===== config.mk =====
export PLATFORM = sky130hd
export DESIGN_NAME = sram_burst_reader
export DESIGN_NICKNAME = d
export VERILOG_FILES = /design/src/rtl/sram_ctrl_pkg.sv /design/src/rtl/sram_burst_reader.sv
export SDC_FILE = /design/constraint.sdc
export NUM_CORES = 1
export LEC_CHECK = 0
export ABC_CLOCK_PERIOD_IN_PS = 2500
export CAP_MARGIN = 20
export CORE_MARGIN = 2
export CORE_UTILIZATION = 40
export DETAILED_ROUTE_END_ITERATION = 16
export HOLD_SLACK_MARGIN = 0.03
export PLACE_DENSITY = 0.7
export SYNTH_ARGS = -nofsm -noshare
export SYNTH_HDL_FRONTEND = slang
export SYNTH_SLANG_ARGS = --single-unit

===== constraint.sdc =====
create_clock -name clk -period 2.5 [get_ports clk]
set_clock_uncertainty 0.2 [all_clocks]
set_input_delay 0.5 -clock clk [delete_from_list [all_inputs] [get_ports clk]]
set_output_delay 0.5 -clock clk [all_outputs]
set_load 0.005 [all_outputs]

===== src/rtl/sram_ctrl_pkg.sv =====
// Shared definitions for the SRAM bank and its read/write burst engines.
// Holds default geometry and the reader state encoding.
package sram_ctrl_pkg;

   localparam int default_data_width         = 8;
   localparam int default_address_depth_bits = 5;

   typedef enum logic {
      IDLE   = 1'b0,
      STREAM = 1'b1
   } reader_state_t;

endpackage


===== src/rtl/sram_burst_reader.sv =====
// Burst read engine: walks an sram_bank read port one word per cycle and
// presents the words as a registered valid/ready stream with a last flag.
module sram_burst_reader
   import sram_ctrl_pkg::*;
#(
   parameter int data_width         = default_data_width,
   parameter int address_depth_bits = default_address_depth_bits
) (
   input  logic                          clk,
   input  logic                          rst_n,
   input  logic                          req_valid,
   output logic                          req_ready,
   input  logic [address_depth_bits-1:0] req_address,
   input  logic [address_depth_bits:0]   req_length,
   output logic [address_depth_bits-1:0] read_address,
   input  logic [data_width-1:0]         read_data,
   output logic                          out_valid,
   input  logic                          out_ready,
   output logic [data_width-1:0]         out_data,
   output logic                          out_last,
   output logic                          busy
);

   localparam logic [address_depth_bits-1:0] addr_one   = address_depth_bits'(1);
   localparam logic [address_depth_bits:0]   length_one = (address_depth_bits + 1)'(1);

   reader_state_t                 state;
   reader_state_t                 state_next;
   logic [address_depth_bits-1:0] ptr;
   logic [address_depth_bits-1:0] remaining;  // words still to present after the current one
   logic                          load;
   logic                          advance;
   logic                          finish;

   // NOTE: sequential state uses non-blocking assignments so every register
   // samples the pre-edge values regardless of process ordering.
   always_ff @(posedge clk or negedge rst_n) begin
      if (!rst_n) state <= IDLE;
      else        state <= state_next;
   end

   // NOTE: every output of this block is given a default first, so no path
   // leaves a signal unassigned and no latch is inferred.
   always_comb begin
      state_next   = state;
      req_ready    = 1'b0;
      busy         = 1'b0;
      read_address = ptr;
      load         = 1'b0;
      advance      = 1'b0;
      finish       = 1'b0;
      case (state)
         IDLE: begin
            req_ready    = 1'b1;
            read_address = req_address;
            // A zero-length request is consumed here without leaving IDLE.
            if (req_valid && (req_length != '0)) begin
               load       = 1'b1;
               state_next = STREAM;
            end
         end
         STREAM: begin
            busy = 1'b1;
            if (out_valid && out_ready) begin
               if (remaining == '0) begin
                  finish     = 1'b1;
                  state_next = IDLE;
               end else begin
                  advance = 1'b1;
               end
            end
         end
         default: state_next = IDLE;
      endcase
   end

   always_ff @(posedge clk or negedge rst_n) begin
      if (!rst_n) begin
         out_data  <= '0;
         out_valid <= 1'b0;
         out_last  <= 1'b0;
         ptr       <= '0;
         remaining <= '0;
      end else if (load) begin
         out_data  <= read_data;
         out_valid <= 1'b1;
         out_last  <= (req_length == length_one);
         ptr       <= req_address + addr_one;
         remaining <= address_depth_bits'(req_length - length_one);
      end else if (advance) begin
         out_data  <= read_data;
         out_last  <= (remaining == addr_one);
         ptr       <= ptr + addr_one;
         remaining <= remaining - addr_one;
      end else if (finish) begin
         out_valid <= 1'b0;
         out_last  <= 1'b0;
      end
   end

endmodule


==> impl_metrics.sql, run 1 <==
INSERT INTO impl_metrics (metric_group, metric, value, unit) VALUES
('outcome', 'status', 'complete, no violations', ''),
('finish', 'synthToLayoutAreaGrowth', '43.7', '%'),
('yosys', 'synth_cells', '108', ''),
('finish', 'multi_input_comb_area', '719', 'sq um'),
('finish', 'seqCellArea', '527', 'sq um'),
('clocking', 'cts_tree', 'done', ''),
('worst_setup_path', 'critical_path.startpoint', 'req_address[0]', ''),
('worst_setup_path', 'reg2reg_to', 'ptr[4]', ''),
('power', 'cellPowerDensity', '1040', 'nW/um^2'),
('power', 'seq_power_share', '0.353', ''),
('floorplan', 'die_h', '60.5', 'microns'),
('min_path', 'worstHoldPathType', 'in -> async', ''),
('yosys', 'count_of_flip_flops_with_a_built_in_enable_after_synthesis', '0', ''),
('drt', 'routed_wire_length_per_instance', '13.5', 'microns'),
('finish', 'final.fill_count', '278', ''),
('yosys', 'synth-warning-count', '0', ''),
('clocking', 'post-cts-setup-buffers', '0', ''),
('drt', 'drt_pass_1_iters', '4', ''),
('global_routing', 'grt_overflow', '0', ''),
('worst_setup_path', 'worstReg2RegStart', 'state', ''),
('timing', 'max_slew.worst_pin.slew', '0.405', 'ns'),
('finish', 'drive_gt1_frac', '0.259', ''),
('yosys', 'yosys_top_cell_by_area', 'dfrtp_1', ''),
('power', 'switching_power_share_of_the_total', '0.357', ''),
('worst_setup_path', 'path_class', 'in -> out', ''),
('drt', 'drt-total-wl', '2780', 'microns'),
('power', 'share_comb_of_total_power', '0.556', ''),
('yosys', 'ys_top_cells_by_area', 'dfrtp_1 (41%), mux2_2 (14%), ha_1 (4.9%), mux2i_1 (4.7%), xnor2_1 (4.1%)', ''),
('clocking', 'cts_root_buffer', 'clkbuf_4', ''),
('timing', 'maxSlewViolCount', '0', ''),
('finish', 'nNetsFinal', '191', ''),
('worst_setup_path', 'worst_setup_path_end_kind', 'primary output', ''),
('worst_setup_path', 'cp_data_arrival_time', '1.71', 'ns'),
('drt', 'route.detailed.drc', '0', ''),
('drt', 'first_iter_violations', '19', ''),
('yosys', 'synth_area', '1280', 'sq um'),
('yosys', 'synth_commonest_cells', 'dfrtp_1 (21), mux2_2 (16), nand3_1 (9)', ''),
('placed_design', 'placement.io_buffers', '39', ''),
('floorplan', 'initial_utilization', '0.419', ''),
('timing', 'post_route_hold_slack', '0.317', 'ns'),
('timing', 'grt_setup_unrepaired', 'no', ''),
('drt', 'routed-via-count', '1026', ''),
('timing', 'finalCriticalPeriod', '2.41', 'ns'),
('floorplan', 'placeableCoreArea', '3050', 'sq um'),
('run', 'cap_viol_max_count', '0', ''),
('global_routing', 'first_global_vias', '1048', ''),
('yosys', 'fraction_of_synthesized_cell_area_taken_by_the_top_area_cell_type', '0.411', ''),
('clocking', 'path_clk_slew', '0.12', 'ns'),
('timing', 'hold_viol_final', '0', ''),
('timing', 'worst_slew_margin_rel', '0.730', ''),
('yosys', 'synth_most_common_cell', 'dfrtp_1', ''),
('worst_setup_path', 'worst_setup_path_start_kind', 'primary input', ''),
('worst_setup_path', 'reg2reg_depth', '8', ''),
('power', 'power_spent_charging_and_discharging_nets', '0.000686', 'W'),
('timing', 'timing.setup.tns', '0', 'ns'),
('global_routing', 'global_route_wire_length_before_repair', '4660', 'microns'),
('finish', 'num_antenna_cells', '0', ''),
('timing', 'timing.fmax', '414', 'MHz'),
('clocking', 'cts.sink_count', '21', ''),
('yosys', 'synth.ff_latch_count', '21', ''),
('floorplan', 'num_io_pins', '40', ''),
('yosys', 'postSynth.asyncResetShare', '1.00', ''),
('floorplan', 'placementRows', '20', ''),
('yosys', 'ys_seq_area_frac', '0.411', ''),
('timing', 'period_share', '0.966', ''),
('placed_design', 'detailedPlacementHpwl', '2170', 'microns'),
('worst_setup_path', 'critical_path.max_fanout', '4', ''),
('clocking', 'clock_tree.htree_level_count', '1', ''),
('drt', 'ant_nets', '0', ''),
('placed_design', 'gp_routability_congestion', '0.824', ''),
('global_routing', 'grtUsageTotal', '0.171', '');
==> metal layers <==
| layer | track usage | routed length, microns | up-vias |
|---|---|---|---|
| li1 | - | - | 499 |
| met1 | 0.201 | 1180 | 493 |
| met2 | 0.307 | 1410 | 32 |
| met3 | 0.0576 | 182 | 2 |
| met4 | 0.0342 | 10 | 0 |
| met5 | 0 | 0 | - |
==> timing repair <==
item / in CTS / in global routing
hold buffers: 0 / 0
setup endpoints to repair: 0 / 5
endpoints found under the hold margin: 0 / 0
gates resized for setup: 0 / 1
==> critical path, stage by stage <==
cell and delay, ns:
clkdlybuf4s50_1 0.47, mux2_2 0.28, clkdlybuf4s50_1 0.46
==> state kept, by name, summed over array words and instances (netlist names) <==
register and flops:
out_data 8, out_last 1, out_valid 1, ptr 5
remaining 5, state 1
==> cell type report <==
class | count | area share
Timing Repair Buffer | 52 | 0.265
Clock inverter | 1 | 0.00408
Tap cell | 44 | 0.0300
Sequential cell | 21 | 0.287
Multi-Input combinational cell | 80 | 0.391
Inverter | 5 | 0.0102
Clock buffer | 3 | 0.0123
==> placed cells by master (no fill, tap or decap), drive strengths merged, types with 2 or more instances in the layout <==
master         instances
nor2                   4
xor2                   6
a21oi                  2
ha                     5
nand3                 10
buf                   13
inv                    5
nand3b                 2
dfrtp                 21
nand2b                 2
clkdlybuf4s50         39
clkbuf                 3
nor3                   4
xnor2                  6
mux2                  16
o21ai                  2
mux2i                  6
nand2                  3
==> worst min path at each step <==
stage,to,slack [ns]
after floorplan,out_data[0],0.004
after global placement,out_data[7],0.29
after detailed placement,out_data[0],0.29
after CTS,out_data[4],0.33
after global routing,remaining[2],0.32
final,remaining[2],0.32
==> logic make-up (layout without fill, tap and decap cells) <==
| kind of cell | count (synthesis) | after routing | synth area share |
|---|---|---|---|
| simple gates | 31 | 31 | 0.183 |
| mux | 22 | 22 | 0.188 |
| flops | 21 | 21 | 0.411 |
| xor+xnor | 12 | 12 | 0.0822 |
| compound gates | 10 | 10 | 0.0607 |
| buf+inv | 7 | 61 | 0.0264 |
| fa+ha+maj | 5 | 5 | 0.0489 |
==> through the flow <==
| stage | power, W | cell area (sq um) | util | cells | setup WS (ns) |
|---|---|---|---|---|---|
| 3_3_place_gp | 0.00172 | 1810 | 0.592 | 202 | -0.192 |
| 3_5_place_dp | 0.00176 | 1810 | 0.592 | 202 | -0.238 |
| 4_1_cts | 0.00194 | 1840 | 0.602 | 206 | 0.0305 |
| 2_1_floorplan | 0.00127 | 1280 | - | 108 | 0.148 |
| 6_report | 0.00192 | 1840 | 0.602 | 206 | 0.0858 |
| 5_1_grt | 0.00207 | 1840 | 0.602 | 206 | 0.00189 |
==> power by group through the flow <==
stage	clock [W]	combinational [W]	sequential, W
finish	0.000175	0.00107	0.000677
CTS	0.000180	0.00109	0.000673
global placement	0	0.00105	0.000670
detailed placement	0	0.00108	0.000682
global route	0.000192	0.00118	0.000702
floorplan	0	0.000630	0.000640
Power figures use the tool's default switching activity.
==> run 2, diff against run 1 <==
--- a/config.mk
+++ b/config.mk
@@ -7,6 +7,7 @@
 export LEC_CHECK = 0
 export ABC_CLOCK_PERIOD_IN_PS = 2500
 export CAP_MARGIN = 20
+export CORE_ASPECT_RATIO = 0.6
 export CORE_MARGIN = 2
 export CORE_UTILIZATION = 40
 export DETAILED_ROUTE_END_ITERATION = 16
==> impl_metrics.sql, run 2 (same netlist as run 1, synthesis figures left out) <==
INSERT INTO impl_metrics (metric_group, metric, value, unit) VALUES
('clocking', 'numCtsBuffers', '3', ''),
('floorplan', 'die_w', '77.0', 'microns'),
('drt', 'route.detailed.vias_per_inst', '5.11', ''),
('placed_design', 'preCtsSetupSlack', '-0.236', 'ns'),
('finish', 'largest_reg_flops', '8', ''),
('power', 'intPower', '0.00130', 'W'),
('floorplan', 'die_area', '3680', 'sq um'),
('power', 'share_comb_of_total_power', '0.545', ''),
('global_routing', 'maximum_number_of_pins_on_one_net_before_global_route_repair', '22', ''),
('clocking', 'cts_tree', 'done', ''),
('drt', 'drt-total-wl', '3060', 'microns'),
('global_routing', 'grt_overflow', '0', ''),
('placed_design', 'gp_routability_congestion', '0.810', ''),
('power', 'power_spent_charging_and_discharging_nets', '0.000713', 'W'),
('finish', 'final_core_utilization', '0.636', ''),
('power', 'finalPower', '0.00202', 'W'),
('floorplan', 'initial_utilization', '0.431', ''),
('finish', 'regMostFlops', 'out_data', ''),
('drt', 'first_iter_violations', '36', ''),
('global_routing', 'first_global_vias', '1033', ''),
('finish', 'drive_gt1_frac', '0.285', ''),
('worst_setup_path', 'path_class', 'in -> reg', ''),
('worst_setup_path', 'critical_path.max_fanout', '4', ''),
('power', 'cellPowerDensity', '1070', 'nW/um^2'),
('global_routing', 'grtUsageTotal', '0.175', ''),
('clocking', 'path_clk_slew', '0.08', 'ns'),
('drt', 'ant_nets', '0', ''),
('timing', 'post_route_hold_slack', '0.314', 'ns'),
('finish', 'mostFrequentLayoutCell', 'clkdlybuf4s50_1', ''),
('worst_setup_path', 'worst_setup_path_end_kind', 'register', ''),
('worst_setup_path', 'cp_data_arrival_time', '2.36', 'ns'),
('run', 'cap_viol_max_count', '0', ''),
('timing', 'postLayoutSetupSlackWorst', '0.0870', 'ns'),
('global_routing', 'antenna_found_initial', '0', ''),
('finish', 'num_antenna_cells', '0', ''),
('drt', 'routed_wire_length_per_instance', '14.8', 'microns'),
('floorplan', 'die_h', '47.8', 'microns'),
('timing', 'maxSlewViolCount', '0', ''),
('placed_design', 'placement.io_buffers', '39', ''),
('worst_setup_path', 'required', '2.45', 'ns'),
('floorplan', 'num_io_pins', '40', ''),
('worst_setup_path', 'worst_setup_path_start_kind', 'primary input', ''),
('floorplan', 'placeableCoreArea', '2970', 'sq um'),
('timing', 'timing.final.setup_violations', '0', ''),
('placed_design', 'detailedPlacementHpwl', '2270', 'microns'),
('finish', 'layout_top_registers', 'out_data: 8 flops, ptr: 5 flops, remaining: 5 flops', ''),
('outcome', 'status', 'complete, no violations', ''),
('timing', 'period_share', '0.965', ''),
('power', 'max-vdd-ir-drop', '567', 'uV'),
('timing', 'timing.fmax', '414', 'MHz'),
('finish', 'nNetsFinal', '194', ''),
('clocking', 'ctsLongestPathBuffers', '2', ''),
('min_path', 'worstHoldPathType', 'reg -> reg', ''),
('floorplan', 'placementRows', '15', ''),
('power', 'switching_power_share_of_the_total', '0.354', ''),
('finish', 'synthToLayoutAreaGrowth', '47.5', '%'),
('global_routing', 'global_route_wire_length_before_repair', '4930', 'microns'),
('clocking', 'clk_latency', '0.27', 'ns'),
('drt', 'route.detailed.drc', '0', ''),
('timing', 'worst_slew_margin_rel', '0.721', ''),
('power', 'seq_power_share', '0.338', ''),
('finish', 'layout_common_cells', 'clkdlybuf4s50_1 (39), dfrtp_1 (21), mux2_2 (16), buf_4 (16), nand3_1 (9)', ''),
('power', 'share_clk_of_total_power', '0.116', ''),
('clocking', 'cts_root_buffer', 'clkbuf_8', ''),
('clocking', 'cts.sink_count', '21', ''),
('power', 'total_leakage_power', '0.771', 'nW'),
('timing', 'finalCriticalPeriod', '2.41', 'ns'),
('timing', 'max_slew.worst_pin.slew', '0.418', 'ns'),
('clocking', 'clock_tree.htree_level_count', '1', ''),
('drt', 'drt_pass_1_iters', '4', ''),
('timing', 'hold_viol_final', '0', ''),
('drt', 'routed-via-count', '1058', '');
==> run 2: cell types whose count changed in the layout (fill, tap and decap cells not counted), sizes merged <==
cell / delta
buf: +3
==> run 2: cell type report <==
type	instances	area, sq um
Timing Repair Buffer	55	510
Multi-Input combinational cell	80	729
Clock inverter	1	7.51
Inverter	5	18.8
Clock buffer	3	41.3
Fill cell	242	1080
Sequential cell	21	526
Tap cell	42	52.6
==> run 2: repair_timing <==
| action | 4_1_cts | 5_1_grt |
|---|---|---|
| resized for setup | 0 | 3 |
| hold buffers | 0 | 0 |
| buffers inserted | 0 | 1 |
| endpoints found under the hold margin | 0 | 0 |
| setup endpoints to repair | 0 | 1 |
==> run 2: per-stage QoR <==
stage	setup TNS (ns)	cell area (sq um)	cells
floorplan	0	1280	108
global placement	-0.832	1820	202
detailed placement	-1.20	1820	202
CTS	0	1870	206
global route	-0.0373	1890	207
finish	0	1890	207
==> run 2: critical path: stages <==
cell	delay [ns]
clkdlybuf4s50_1	0.46
nor4_4	0.39
a21oi_4	0.11
mux2_2	0.24
ha_2	0.21
nand3_1	0.11
nor3_2	0.14
xnor2_1	0.13
mux2i_1	0.08
==> run 2: final timing paths <==
check / from / to / slack (ns) / cells past startpoint
max reg2reg: state / ptr[4] / 0.35 / 8
min reg2reg: out_data[5] / out_data[5] / 0.31 / 1
max in group asynchronous: rst_n / out_last / 1.49 / 2
min: out_data[5] / out_data[5] / 0.31 / 1
max: req_length[2] / ptr[4] / 0.09 / 9
min in group asynchronous: rst_n / remaining[2] / 0.39 / 2
==> run 2: layer usage <==
layer  global-route usage  wire length, microns  up-vias
li1                     -                     -      503
met1                0.230                  1410      506
met2                0.304                  1390       44
met3               0.0491                   246        5
met4               0.0321                    21        0
met5                    0                     0        -
==> run 2: power groups by stage <==
stage	combinational (W)	clock, W	sequential (W)
floorplan	0.000630	0	0.000640
detailed placement	0.00109	0	0.000685
finish	0.00110	0.000234	0.000682
global placement	0.00106	0	0.000672
global route	0.00119	0.000258	0.000711
CTS	0.00110	0.000243	0.000682
